--- src/rtl/periph_bus_pkg.sv ---
// Shared types and constants for the peripheral bus bridge.
`timescale 1ns/1ps
package periph_bus_pkg;
  typedef enum logic [1:0] {ST_IDLE, ST_WR, ST_RD, ST_DONE} eng_state_t;

  localparam int unsigned REGION_BIT = 13;
  localparam logic [31:0] ERR_RDATA  = 32'h0;
endpackage

--- src/rtl/periph_wbuf.sv ---
// Posted-write buffer: 2^BUF_POW entries, wrap-bit pointers for full/empty.
`timescale 1ns/1ps
module periph_wbuf #(
  parameter int BUF_POW = 4,
  parameter int W       = 45
) (
  input  logic         clk_i,
  input  logic         rst_i,
  input  logic         push_i,
  input  logic [W-1:0] din_i,
  input  logic         pop_i,
  output logic [W-1:0] dout_o,
  output logic         empty_o,
  output logic         full_o
);
  localparam int DEPTH = 2 ** BUF_POW;

  logic [BUF_POW:0] wr_ptr_q, rd_ptr_q;
  logic [W-1:0]     mem_q [DEPTH];

  always_ff @(posedge clk_i or posedge rst_i) begin
    if (rst_i) begin
      wr_ptr_q <= '0;
      rd_ptr_q <= '0;
    end else begin
      if (push_i) wr_ptr_q <= wr_ptr_q + 1'b1;
      if (pop_i)  rd_ptr_q <= rd_ptr_q + 1'b1;
    end
  end

  always_ff @(posedge clk_i) begin
    if (push_i) mem_q[wr_ptr_q[BUF_POW-1:0]] <= din_i;
  end

  assign dout_o  = mem_q[rd_ptr_q[BUF_POW-1:0]];
  assign empty_o = (wr_ptr_q == rd_ptr_q);
  assign full_o  = (wr_ptr_q[BUF_POW] != rd_ptr_q[BUF_POW]) &&
                   (wr_ptr_q[BUF_POW-1:0] == rd_ptr_q[BUF_POW-1:0]);
endmodule

--- src/rtl/periph_bus.sv ---
// Core data port split into a single-cycle memory path and a peripheral
// space with posted writes, ordered reads and a ready timeout.
`timescale 1ns/1ps
module periph_bus
  import periph_bus_pkg::*;
#(
  parameter int N_SLV   = 6,
  parameter int BUF_POW = 4,
  parameter int REG_W   = 6,
  parameter int TMO     = 255
) (
  input  logic               clk_i,
  input  logic               rst_i,
  input  logic               data_req_i,
  input  logic               data_we_i,
  input  logic [3:0]         data_be_i,
  input  logic [13:0]        data_addr_i,
  input  logic [31:0]        data_wdata_i,
  output logic               data_gnt_o,
  output logic               data_rvalid_o,
  output logic [31:0]        data_rdata_o,
  output logic               data_err_o,
  output logic               mem_req_o,
  output logic               mem_we_o,
  output logic [3:0]         mem_be_o,
  output logic [12:0]        mem_addr_o,
  output logic [31:0]        mem_wdata_o,
  input  logic [31:0]        mem_rdata_i,
  output logic [N_SLV-1:0]   per_sel_o,
  output logic               per_we_o,
  output logic [3:0]         per_be_o,
  output logic [REG_W-1:0]   per_addr_o,
  output logic [31:0]        per_wdata_o,
  input  logic [32*N_SLV-1:0] per_rdata_i,
  input  logic [N_SLV-1:0]   per_ready_i
);
  localparam int EW = 4 + REG_W + 32 + 3;
  localparam int TW = $clog2(TMO + 1);

  eng_state_t state_q, state_d;
  logic [TW-1:0] tmo_cnt_q;
  logic          rd_pend_q;
  logic [2:0]    rd_slot_q;
  logic [REG_W-1:0] rd_reg_q;
  logic [3:0]    rd_be_q;
  logic [31:0]   rd_data_q;
  logic          rd_err_q;
  logic          rsp_v_q, rsp_mem_q, rsp_err_q;

  logic          is_per, slot_ok, gnt, mem_req, push, pop, rd_start;
  logic [2:0]    slot, cur_slot;
  logic          fifo_empty, fifo_full, hit, tmo_hit, active;
  logic [EW-1:0] head;
  logic [N_SLV-1:0] sel_v;
  logic [31:0]   per_rd;

  assign is_per  = data_addr_i[REGION_BIT];
  assign slot    = data_addr_i[REG_W+2:REG_W];
  assign slot_ok = int'(slot) < N_SLV;

  // Reads to valid slots wait for the write buffer to drain so they observe prior writes.
  always_comb begin
    gnt = 1'b0;
    if (!rst_i && data_req_i && !rd_pend_q) begin
      if (!is_per)        gnt = 1'b1;
      else if (!slot_ok)  gnt = 1'b1;
      else if (data_we_i) gnt = !fifo_full;
      else                gnt = fifo_empty && (state_q == ST_IDLE);
    end
  end

  assign mem_req  = gnt && !is_per;
  assign push     = gnt && is_per && slot_ok && data_we_i;
  assign rd_start = gnt && is_per && slot_ok && !data_we_i;

  periph_wbuf #(.BUF_POW(BUF_POW), .W(EW)) u_wbuf (
    .clk_i   (clk_i),
    .rst_i   (rst_i),
    .push_i  (push),
    .din_i   ({data_be_i, data_addr_i[REG_W-1:0], data_wdata_i, slot}),
    .pop_i   (pop),
    .dout_o  (head),
    .empty_o (fifo_empty),
    .full_o  (fifo_full)
  );

  assign cur_slot = (state_q == ST_WR) ? head[2:0] : rd_slot_q;
  assign active   = (state_q == ST_WR) || (state_q == ST_RD);

  always_comb begin
    sel_v  = '0;
    per_rd = '0;
    for (int unsigned k = 0; k < N_SLV; k++) begin
      if (cur_slot == 3'(k)) begin
        sel_v[k] = 1'b1;
        per_rd   = per_rdata_i[32*k +: 32];
      end
    end
  end

  assign hit     = |(per_ready_i & sel_v);
  assign tmo_hit = (tmo_cnt_q == TW'(TMO));

  always_comb begin
    state_d = state_q;
    pop     = 1'b0;
    case (state_q)
      ST_IDLE: begin
        if (!fifo_empty)   state_d = ST_WR;
        else if (rd_start) state_d = ST_RD;
      end
      ST_WR: begin
        if (hit || tmo_hit) begin
          pop     = 1'b1;
          state_d = ST_IDLE;
        end
      end
      ST_RD:   if (hit || tmo_hit) state_d = ST_DONE;
      ST_DONE: state_d = ST_IDLE;
      default: state_d = ST_IDLE;
    endcase
  end

  always_ff @(posedge clk_i or posedge rst_i) begin
    if (rst_i) begin
      state_q   <= ST_IDLE;
      tmo_cnt_q <= '0;
      rd_pend_q <= 1'b0;
      rd_slot_q <= '0;
      rd_reg_q  <= '0;
      rd_be_q   <= '0;
      rd_data_q <= '0;
      rd_err_q  <= 1'b0;
      rsp_v_q   <= 1'b0;
      rsp_mem_q <= 1'b0;
      rsp_err_q <= 1'b0;
    end else begin
      state_q   <= state_d;
      tmo_cnt_q <= (state_d != state_q || !active) ? '0 : tmo_cnt_q + TW'(1);
      if (rd_start) begin
        rd_pend_q <= 1'b1;
        rd_slot_q <= slot;
        rd_reg_q  <= data_addr_i[REG_W-1:0];
        rd_be_q   <= data_be_i;
      end else if (state_q == ST_DONE) begin
        rd_pend_q <= 1'b0;
      end
      if (state_q == ST_RD) begin
        if (hit) begin
          rd_data_q <= per_rd;
          rd_err_q  <= 1'b0;
        end else if (tmo_hit) begin
          rd_data_q <= ERR_RDATA;
          rd_err_q  <= 1'b1;
        end
      end
      rsp_v_q   <= gnt && !rd_start;
      rsp_mem_q <= mem_req && !data_we_i;
      rsp_err_q <= gnt && is_per && !slot_ok;
    end
  end

  assign data_gnt_o    = gnt;
  assign data_rvalid_o = rsp_v_q || (state_q == ST_DONE);
  assign data_err_o    = (state_q == ST_DONE) ? rd_err_q : (rsp_v_q && rsp_err_q);
  assign data_rdata_o  = (state_q == ST_DONE)  ? rd_data_q :
                         (rsp_v_q && rsp_mem_q) ? mem_rdata_i : '0;

  assign mem_req_o   = mem_req;
  assign mem_we_o    = mem_req && data_we_i;
  assign mem_be_o    = mem_req ? data_be_i : '0;
  assign mem_addr_o  = mem_req ? data_addr_i[12:0] : '0;
  assign mem_wdata_o = mem_req ? data_wdata_i : '0;

  assign per_sel_o   = active ? sel_v : '0;
  assign per_we_o    = (state_q == ST_WR);
  assign per_be_o    = (state_q == ST_WR) ? head[EW-1 -: 4] :
                       (state_q == ST_RD) ? rd_be_q : '0;
  assign per_addr_o  = (state_q == ST_WR) ? head[34+REG_W:35] :
                       (state_q == ST_RD) ? rd_reg_q : '0;
  assign per_wdata_o = (state_q == ST_WR) ? head[34:3] : '0;
endmodule

--- config.mk ---
export PLATFORM = sky130hd
export DESIGN_NAME = periph_bus
export DESIGN_NICKNAME = d
export VERILOG_FILES = /design/src/rtl/periph_bus_pkg.sv /design/src/rtl/periph_wbuf.sv /design/src/rtl/periph_bus.sv
export SDC_FILE = /design/constraint.sdc
export NUM_CORES = 1
export LEC_CHECK = 0
export BUFFER_PORTS_ARGS = -buffer_cell sky130_fd_sc_hd__buf_2
export CAP_MARGIN = 20
export CELL_PAD_IN_SITES_DETAIL_PLACEMENT = 0
export CELL_PAD_IN_SITES_GLOBAL_PLACEMENT = 2
export CORE_MARGIN = 3
export CORE_UTILIZATION = 44
export DETAILED_ROUTE_END_ITERATION = 12
export PLACE_DENSITY = 0.91
export SLEW_MARGIN = 5
export SYNTH_ARGS = -nofsm -noshare
export SYNTH_HDL_FRONTEND = slang
export SYNTH_SLANG_ARGS = --single-unit
--- constraint.sdc ---
create_clock -name clk_i -period 6.77 [get_ports clk_i]
set_input_delay 0.3385 -clock clk_i [delete_from_list [all_inputs] [get_ports clk_i]]
set_output_delay 0.3385 -clock clk_i [all_outputs]
set_load 0.05 [all_outputs]
==> results of run 1 <==
## timing repair
item,CTS,global route
endpoints found under the setup margin,0,0
hold buffers,33,0
hold endpoints to repair,36,0
## kinds of logic (layout without fill, tap and decap cells)
kind of cell | Yosys count | in the layout | synth area share, %
AND/OR/NAND/NOR | 269 | 269 | 4.28
multiplexers | 308 | 308 | 18.0
other | 0 | 8 | 0
flip-flops | 790 | 790 | 71.6
adder cells (fa/ha/maj) | 11 | 11 | 0.422
AO/OA/AOI/OAI | 170 | 170 | 3.65
buffers and inverters | 117 | 656 | 1.50
XOR/XNOR | 20 | 20 | 0.537
## worst paths after layout
check	startpoint	endpoint	slack, ns	cells after the start
setup / recovery	u_wbuf.rd_ptr_q[1]	per_sel_o[3]	2.02	7
setup reg to reg	u_wbuf.rd_ptr_q[2]	rd_data_q[8]	2.24	10
hold reg to reg	tmo_cnt_q[0]	tmo_cnt_q[0]	0.48	1
min in group asynchronous	rst_i	rd_pend_q	0.23	3
max in group asynchronous	rst_i	u_wbuf.rd_ptr_q[0]	5.21	4
hold / removal	per_rdata_i[156]	rd_data_q[28]	0.05	4
## report_power, final
part	switching (µW)	internal [µW]
combinational	2980	2230
sequential	404	5430
clock	1880	2770
## cells in the mapped netlist, drive strengths merged (2+ instances only)
cell type    n  share of area [%]
nand2       72               0.83
ha          11               0.42
mux2        15               0.52
and3        35               0.67
o21ai       49               0.75
o22ai       36               0.69
inv         11               0.13
xnor2        7               0.19
dfrtp       70                5.4
or2          2              0.038
xor2        13               0.35
clkbuf      58               0.67
a22oi       32               0.78
nor2b        2              0.038
buf         48               0.70
nor4         2              0.058
a21oi        7               0.12
nor3        10               0.15
mux4       221                 15
a221oi       2               0.11
and2        86                1.6
nand3       10               0.15
edfxtp     720                 66
nand2b       6               0.12
o31ai        2              0.061
a22o        34               0.91
mux2i       72                2.2
nor2        39               0.45
nor3b        2              0.046
## critical path, cell delays in order (launching register included)
cell and delay, ns:
dfrtp_4 1.04, buf_4 0.87, and3_1 0.29, o31a_1 0.20, and2_1 0.35, nand2_1 0.17, nor3b_1 0.46, buf_2 0.36
## metal layers
| layer | vias to the layer above | global-route usage, % | part of all wire (%) |
|---|---|---|---|
| met5 | - | 0 | 0.12 |
| met4 | 16 | 8.81 | 3.6 |
| met3 | 188 | 5.79 | 8.6 |
| met2 | 1039 | 39.9 | 50 |
| met1 | 9599 | 29.3 | 37 |
| li1 | 7835 | - | - |
## through the flow
step | instance area [µm²] | hold slack [ns] | instances | worst slack (ns)
global placement | 36000 | 0.309 | 2998 | 2.33
CTS | 39100 | 0.0204 | 3181 | 1.85
detailed placement | 36000 | 0.314 | 3001 | 2.14
floorplan | 32600 | 0.409 | 1685 | 1.21
global route | 39200 | 0.0572 | 3186 | 1.77
finish | 39200 | 0.0530 | 3191 | 2.02
## state kept, by name (all words and copies together), names as in the netlist
register	cells
rd_be_q	4
rd_data_q	32
rd_err_q	1
rd_pend_q	1
rd_reg_q	6
rd_slot_q	3
rsp_err_q	1
rsp_mem_q	1
rsp_v_q	1
state_q	2
tmo_cnt_q	8
u_wbuf.mem_q	720
u_wbuf.rd_ptr_q	5
u_wbuf.wr_ptr_q	5
## layout make-up
class	instances	area, µm²	area share, %
Sequential cell	790	23400	59.6
Multi-Input combinational cell	778	8920	22.7
Timing Repair Buffer	498	2870	7.31
Clock buffer	100	2150	5.48
Tap cell	959	1200	3.06
Clock inverter	47	639	1.63
Inverter	11	42.5	0.108
Antenna cell	8	20.0	0.0510
==> results_dict.tcl, run 1 <==
set metrics [dict create \
    run_status "finished clean" \
    mostFrequentLayoutCell "edfxtp_1" \
    worstPathArrival_ns 4.41 \
    gr-usage-all-layers_pct 23.4 \
    ant_nets 0 \
    start_util_pct 44.6 \
    synth-seq-cells 790 \
    yosys_warnings 0 \
    path_class "register to output pin" \
    post_cts_resized 0 \
    synth_cell_types 51 \
    io_pins 419 \
    tightest_slew_ns 1.11 \
    vias 18700 \
    post-cts-setup-buffer-count 0 \
    fin_skew_ns 0.0266 \
    cts-root-buf "clkbuf_16" \
    power.leakage_uw 0.0142 \
    antenna_found_initial 25 \
    rsz0062_at_grt "false" \
    crit_required_ns 6.43 \
    drtIter0Drc 1647 \
    finalSetupViolCount 0 \
    ys_async_sr_fraction_pct 8.86 \
    post-route-util_pct 53.6 \
    drt-pass1-iter-count 8 \
    rows 99 \
    cts_tree "yes" \
    hpwl_mm 55.5 \
    hp-class "input port to register" \
    synth_edf_count 720 \
    fin_nets 2454 \
    clockBufferDepth 3 \
    hold_violations 0 \
    p_per_area_nw_per_um2 400 \
    layout-drive-gt1-share_pct 38.9 \
    maxSlewHeadroom_pct 25.7 \
    finalCritPeriodShare_pct 70.2 \
    clock_sinks 790 \
    path_max_fanout 63 \
    start_kind "register" \
    drc 0 \
    htree_levels 3 \
    synth_area_um2 32600 \
    synthCells 1685 \
    path_clk_slew_ns 0.06 \
    final_cell_mix "edfxtp_1 (720), buf_2 (418), mux4_2 (221), and2_1 (85), clkbuf_16 (82)" \
    clk_latency_ns 0.64 \
    fin_crit_ns 4.75 \
    p_total_uw 15700 \
    overflow 0 \
    chipWidth_um 278 \
    die-area_um2 77500 \
    coreArea_um2 73200 \
    setup_tns_ns 0 \
    syn_nets 1980 \
    gp_congestion 0.909 \
    grt_pass1_wl_mm 133 \
    cts_made_buffers 80 \
    fill_cells 5645 \
    die_h_um 278 \
    viasPerCell 5.85 \
    maxCapViolCount 0 \
    synth_ff_type "edfxtp_1" \
    fmax_mhz 210 \
    synth_seq_area_share_pct 71.6 \
    wire_per_inst_um 28.6 \
    finalMaxSlewViolations 0 \
    worst_ir_drop_vdd_v 0.000389 \
    grt_pass1_vias 19600 \
    port_buffers 418 \
    crit_path_end_kind "output pin" \
    syn2layout_area_growth_pct 20.2 \
    grt_max_degree 66 \
    syn_avg_cell_area_um2 19.4 \
    wl_mm 91.4 \
]
(Power assumes the default switching activity.)
==> inputs of run 2 (changes only) <==
--- a/config.mk
+++ b/config.mk
@@ -5,14 +5,15 @@
 export SDC_FILE = /design/constraint.sdc
 export NUM_CORES = 1
 export LEC_CHECK = 0
+export ABC_AREA = 1
 export BUFFER_PORTS_ARGS = -buffer_cell sky130_fd_sc_hd__buf_2
 export CAP_MARGIN = 20
 export CELL_PAD_IN_SITES_DETAIL_PLACEMENT = 0
 export CELL_PAD_IN_SITES_GLOBAL_PLACEMENT = 2
 export CORE_MARGIN = 3
-export CORE_UTILIZATION = 44
+export CORE_UTILIZATION = 35
 export DETAILED_ROUTE_END_ITERATION = 12
-export PLACE_DENSITY = 0.91
+export PLACE_DENSITY = 0.87
 export SLEW_MARGIN = 5
 export SYNTH_ARGS = -nofsm -noshare
 export SYNTH_HDL_FRONTEND = slang
==> constraint.sdc (replaced) <==
create_clock -name clk_i -period 4.05 [get_ports clk_i]
set_input_delay 0.2025 -clock clk_i [delete_from_list [all_inputs] [get_ports clk_i]]
set_output_delay 0.2025 -clock clk_i [all_outputs]
set_load 0.05 [all_outputs]
==> results_dict.tcl, run 2 <==
set metrics [dict create \
    grt_pass1_vias 23800 \
    finalSetupViolCount 0 \
    reg2reg_depth 16 \
    drc 0 \
    p_per_area_nw_per_um2 671 \
    drtIter0Drc 2417 \
    stdcell_count 4711 \
    worstPathArrival_ns 3.69 \
    path_cells "buf_6, buf_6, o21ai_0, o221ai_1, o211ai_1, a31oi_1, buf_2" \
    syn_nets 3196 \
    gp_congestion 0.872 \
    place_inst 4441 \
    yosys_warnings 0 \
    cts_tree "yes" \
    rows 112 \
    drt-pass1-iter-count 5 \
    post-place-ws_ns 0.444 \
    critPathLaunch "u_wbuf.rd_ptr_q[1]" \
    path_max_fanout 94 \
    fmax_mhz 257 \
    post-synth-top-count-cell "edfxtp_1" \
    path_class "register to output pin" \
    timing.rr.end "rd_data_q[1]" \
    cpPeakStageDelay_ns 0.60 \
    start_kind "register" \
    ys_async_sr_fraction_pct 8.86 \
    hpwl_mm 61.3 \
    hold_violations 0 \
    synth_commonest_cells "edfxtp_1 (720), nand2_1 (438), nor2_1 (426)" \
    rsz0062_at_grt "false" \
    grt_pass1_wl_mm 152 \
    antenna_found_initial 11 \
    mostFrequentLayoutCell "edfxtp_1" \
    run_status "finished clean" \
    synth_top_cell_by_area "edfxtp_1" \
    post-route-util_pct 43.6 \
    finalCritPeriodShare_pct 96.2 \
    crit_required_ns 3.85 \
    overflow 0 \
    synth_area_um2 33400 \
    worst_ir_drop_vdd_v 0.000391 \
    io_pins 419 \
    fin_nets 3678 \
    fin_skew_ns 0.0188 \
    synth_top_area_share_pct 64.8 \
    final_cell_mix "edfxtp_1 (720), nand2_1 (438), o21ai_0 (425), buf_2 (417), nor2_1 (409)" \
    hp-class "input port to register" \
    ant_nets 0 \
    die_h_um 315 \
    cp.depth 7 \
    port_buffers 418 \
    synth_edf_count 720 \
    worst_slack_ns 0.153 \
    fill_cells 8860 \
    htree_levels 3 \
    crit_path_end_kind "output pin" \
    viasPerCell 5.24 \
    synth-seq-cells 790 \
    synth_seq_area_share_pct 70.0 \
    r2r_slack_ns 0.27 \
    largest_register_ffs 720 \
    critPathCapture "per_wdata_o[26]" \
    synth_cell_types 38 \
    cp_common_cell "buf_6" \
    clk_latency_ns 0.63 \
    reg2reg_from "u_wbuf.rd_ptr_q[1]" \
    gr-usage-all-layers_pct 20.2 \
    grt_max_degree 197 \
    cts_made_buffers 80 \
    power.leakage_uw 0.0149 \
    cpLargestDelayFamily "buffers and inverters" \
    synth_area_leaders "edfxtp_1 (65%), o21ai_0 (6.4%), dfrtp_1 (5.2%), nand2_1 (4.9%), nor2_1 (4.8%)" \
    synth_ff_type "edfxtp_1" \
    path_clk_slew_ns 0.06 \
    wire_per_inst_um 22.1 \
    vias 24700 \
    fin_crit_ns 3.90 \
    maxSlewHeadroom_pct 30.9 \
    coreArea_um2 93900 \
    tightest_slew_ns 1.04 \
    syn_avg_cell_area_um2 11.5 \
    syn2layout_area_growth_pct 22.6 \
    synthCells 2901 \
    maxCapViolCount 0 \
    finalMaxSlewViolations 0 \
    chipWidth_um 315 \
    start_util_pct 35.6 \
    critPathBufInv 3 \
    wl_mm 104 \
    die-area_um2 99100 \
    clock_sinks 790 \
    layout-drive-gt1-share_pct 19.4 \
    clockBufferDepth 3 \
    cpMaxStageDelayCell "buf_6" \
    cts-root-buf "clkbuf_16" \
]
==> run 2: cell types whose count changed after synthesis, moves of 76 or more <==
cell,change
nor2_1,+387
o21ai_0,+383
nand2_1,+366
mux4_2,-221
nand3_1,+135
clkbuf_1,+110
inv_1,+104
and2_1,-85
o211ai_1,+76
==> run 2: logic make-up after synthesis <==
logic type                 Yosys count  synth area share, %
AOI/OAI and AO/OA                  718                 12.7
xor gates and xnor gates            14                0.367
adders and majority gates           11                0.412
buffers and inverters              321                 3.78
DFF                                790                 70.0
and+or+nand+nor                   1047                 12.7
==> run 2: how the worst min path moves through the flow <==
stage,start,end,depth (start not counted)
6_report,data_addr_i[3],u_wbuf.mem_q[8][38],1
5_1_grt,data_addr_i[3],u_wbuf.mem_q[9][38],1
4_1_cts,per_rdata_i[115],rd_data_q[19],5
3_5_place_dp,rst_i,rd_reg_q[5],2
3_3_place_gp,rst_i,rd_reg_q[5],2
2_1_floorplan,data_we_i,rsp_mem_q,1
==> run 2: per-stage QoR <==
step / setup TNS (ns) / hold slack, ns / cell area (µm²) / power [µW]
2_1_floorplan: -38.27 / 0.269 / 33400 / 16700
3_3_place_gp: 0 / 0.198 / 37100 / 20100
3_5_place_dp: 0 / 0.206 / 37100 / 20100
4_1_cts: 0 / 0.00705 / 40800 / 27500
5_1_grt: 0 / 0.0489 / 40900 / 29000
6_report: 0 / 0.0348 / 40900 / 27400
==> run 2: timing repair <==
item                                    4_1_cts  5_1_grt
setup buffers                                 0        3
hold buffers                                108        0
resized for setup                             1       10
pin swaps                                     0        2
endpoints found under the setup margin        5       34
hold endpoints to repair                    756        0
cloned                                        0        2
==> run 2: power by group <==
| part | total (µW) | switching (µW) | leakage [µW] | internal (µW) |
|---|---|---|---|---|
| combinational | 10900 | 7930 | 0.00625 | 2940 |
| sequential | 9280 | 158 | 0.00734 | 9120 |
| clock | 7300 | 3060 | 0.00127 | 4250 |
| total | 27400 | 11100 | 0.0149 | 16300 |
==> run 2: final cells by class <==
cell class | instances | area [µm²] | share of cell area [%]
flip-flops and latches | 790 | 23400 | 57.1
multi-input cells | 1791 | 8910 | 21.8
repair buffers | 599 | 3950 | 9.64
clock buffers | 108 | 2210 | 5.40
well taps | 1254 | 1570 | 3.83
inverters | 121 | 473 | 1.16
clock inverters | 41 | 415 | 1.02
diodes | 7 | 17.5 | 0.0428
==> run 2: routing by layer <==
metal	global-route usage (%)	vias to the layer above	part of all wire [%]
li1	-	11500	-
met4	6.34	2	2.6
met1	28.2	12100	43
met2	32.9	904	48
met3	2.64	168	6.4
met5	0	-	0.0086
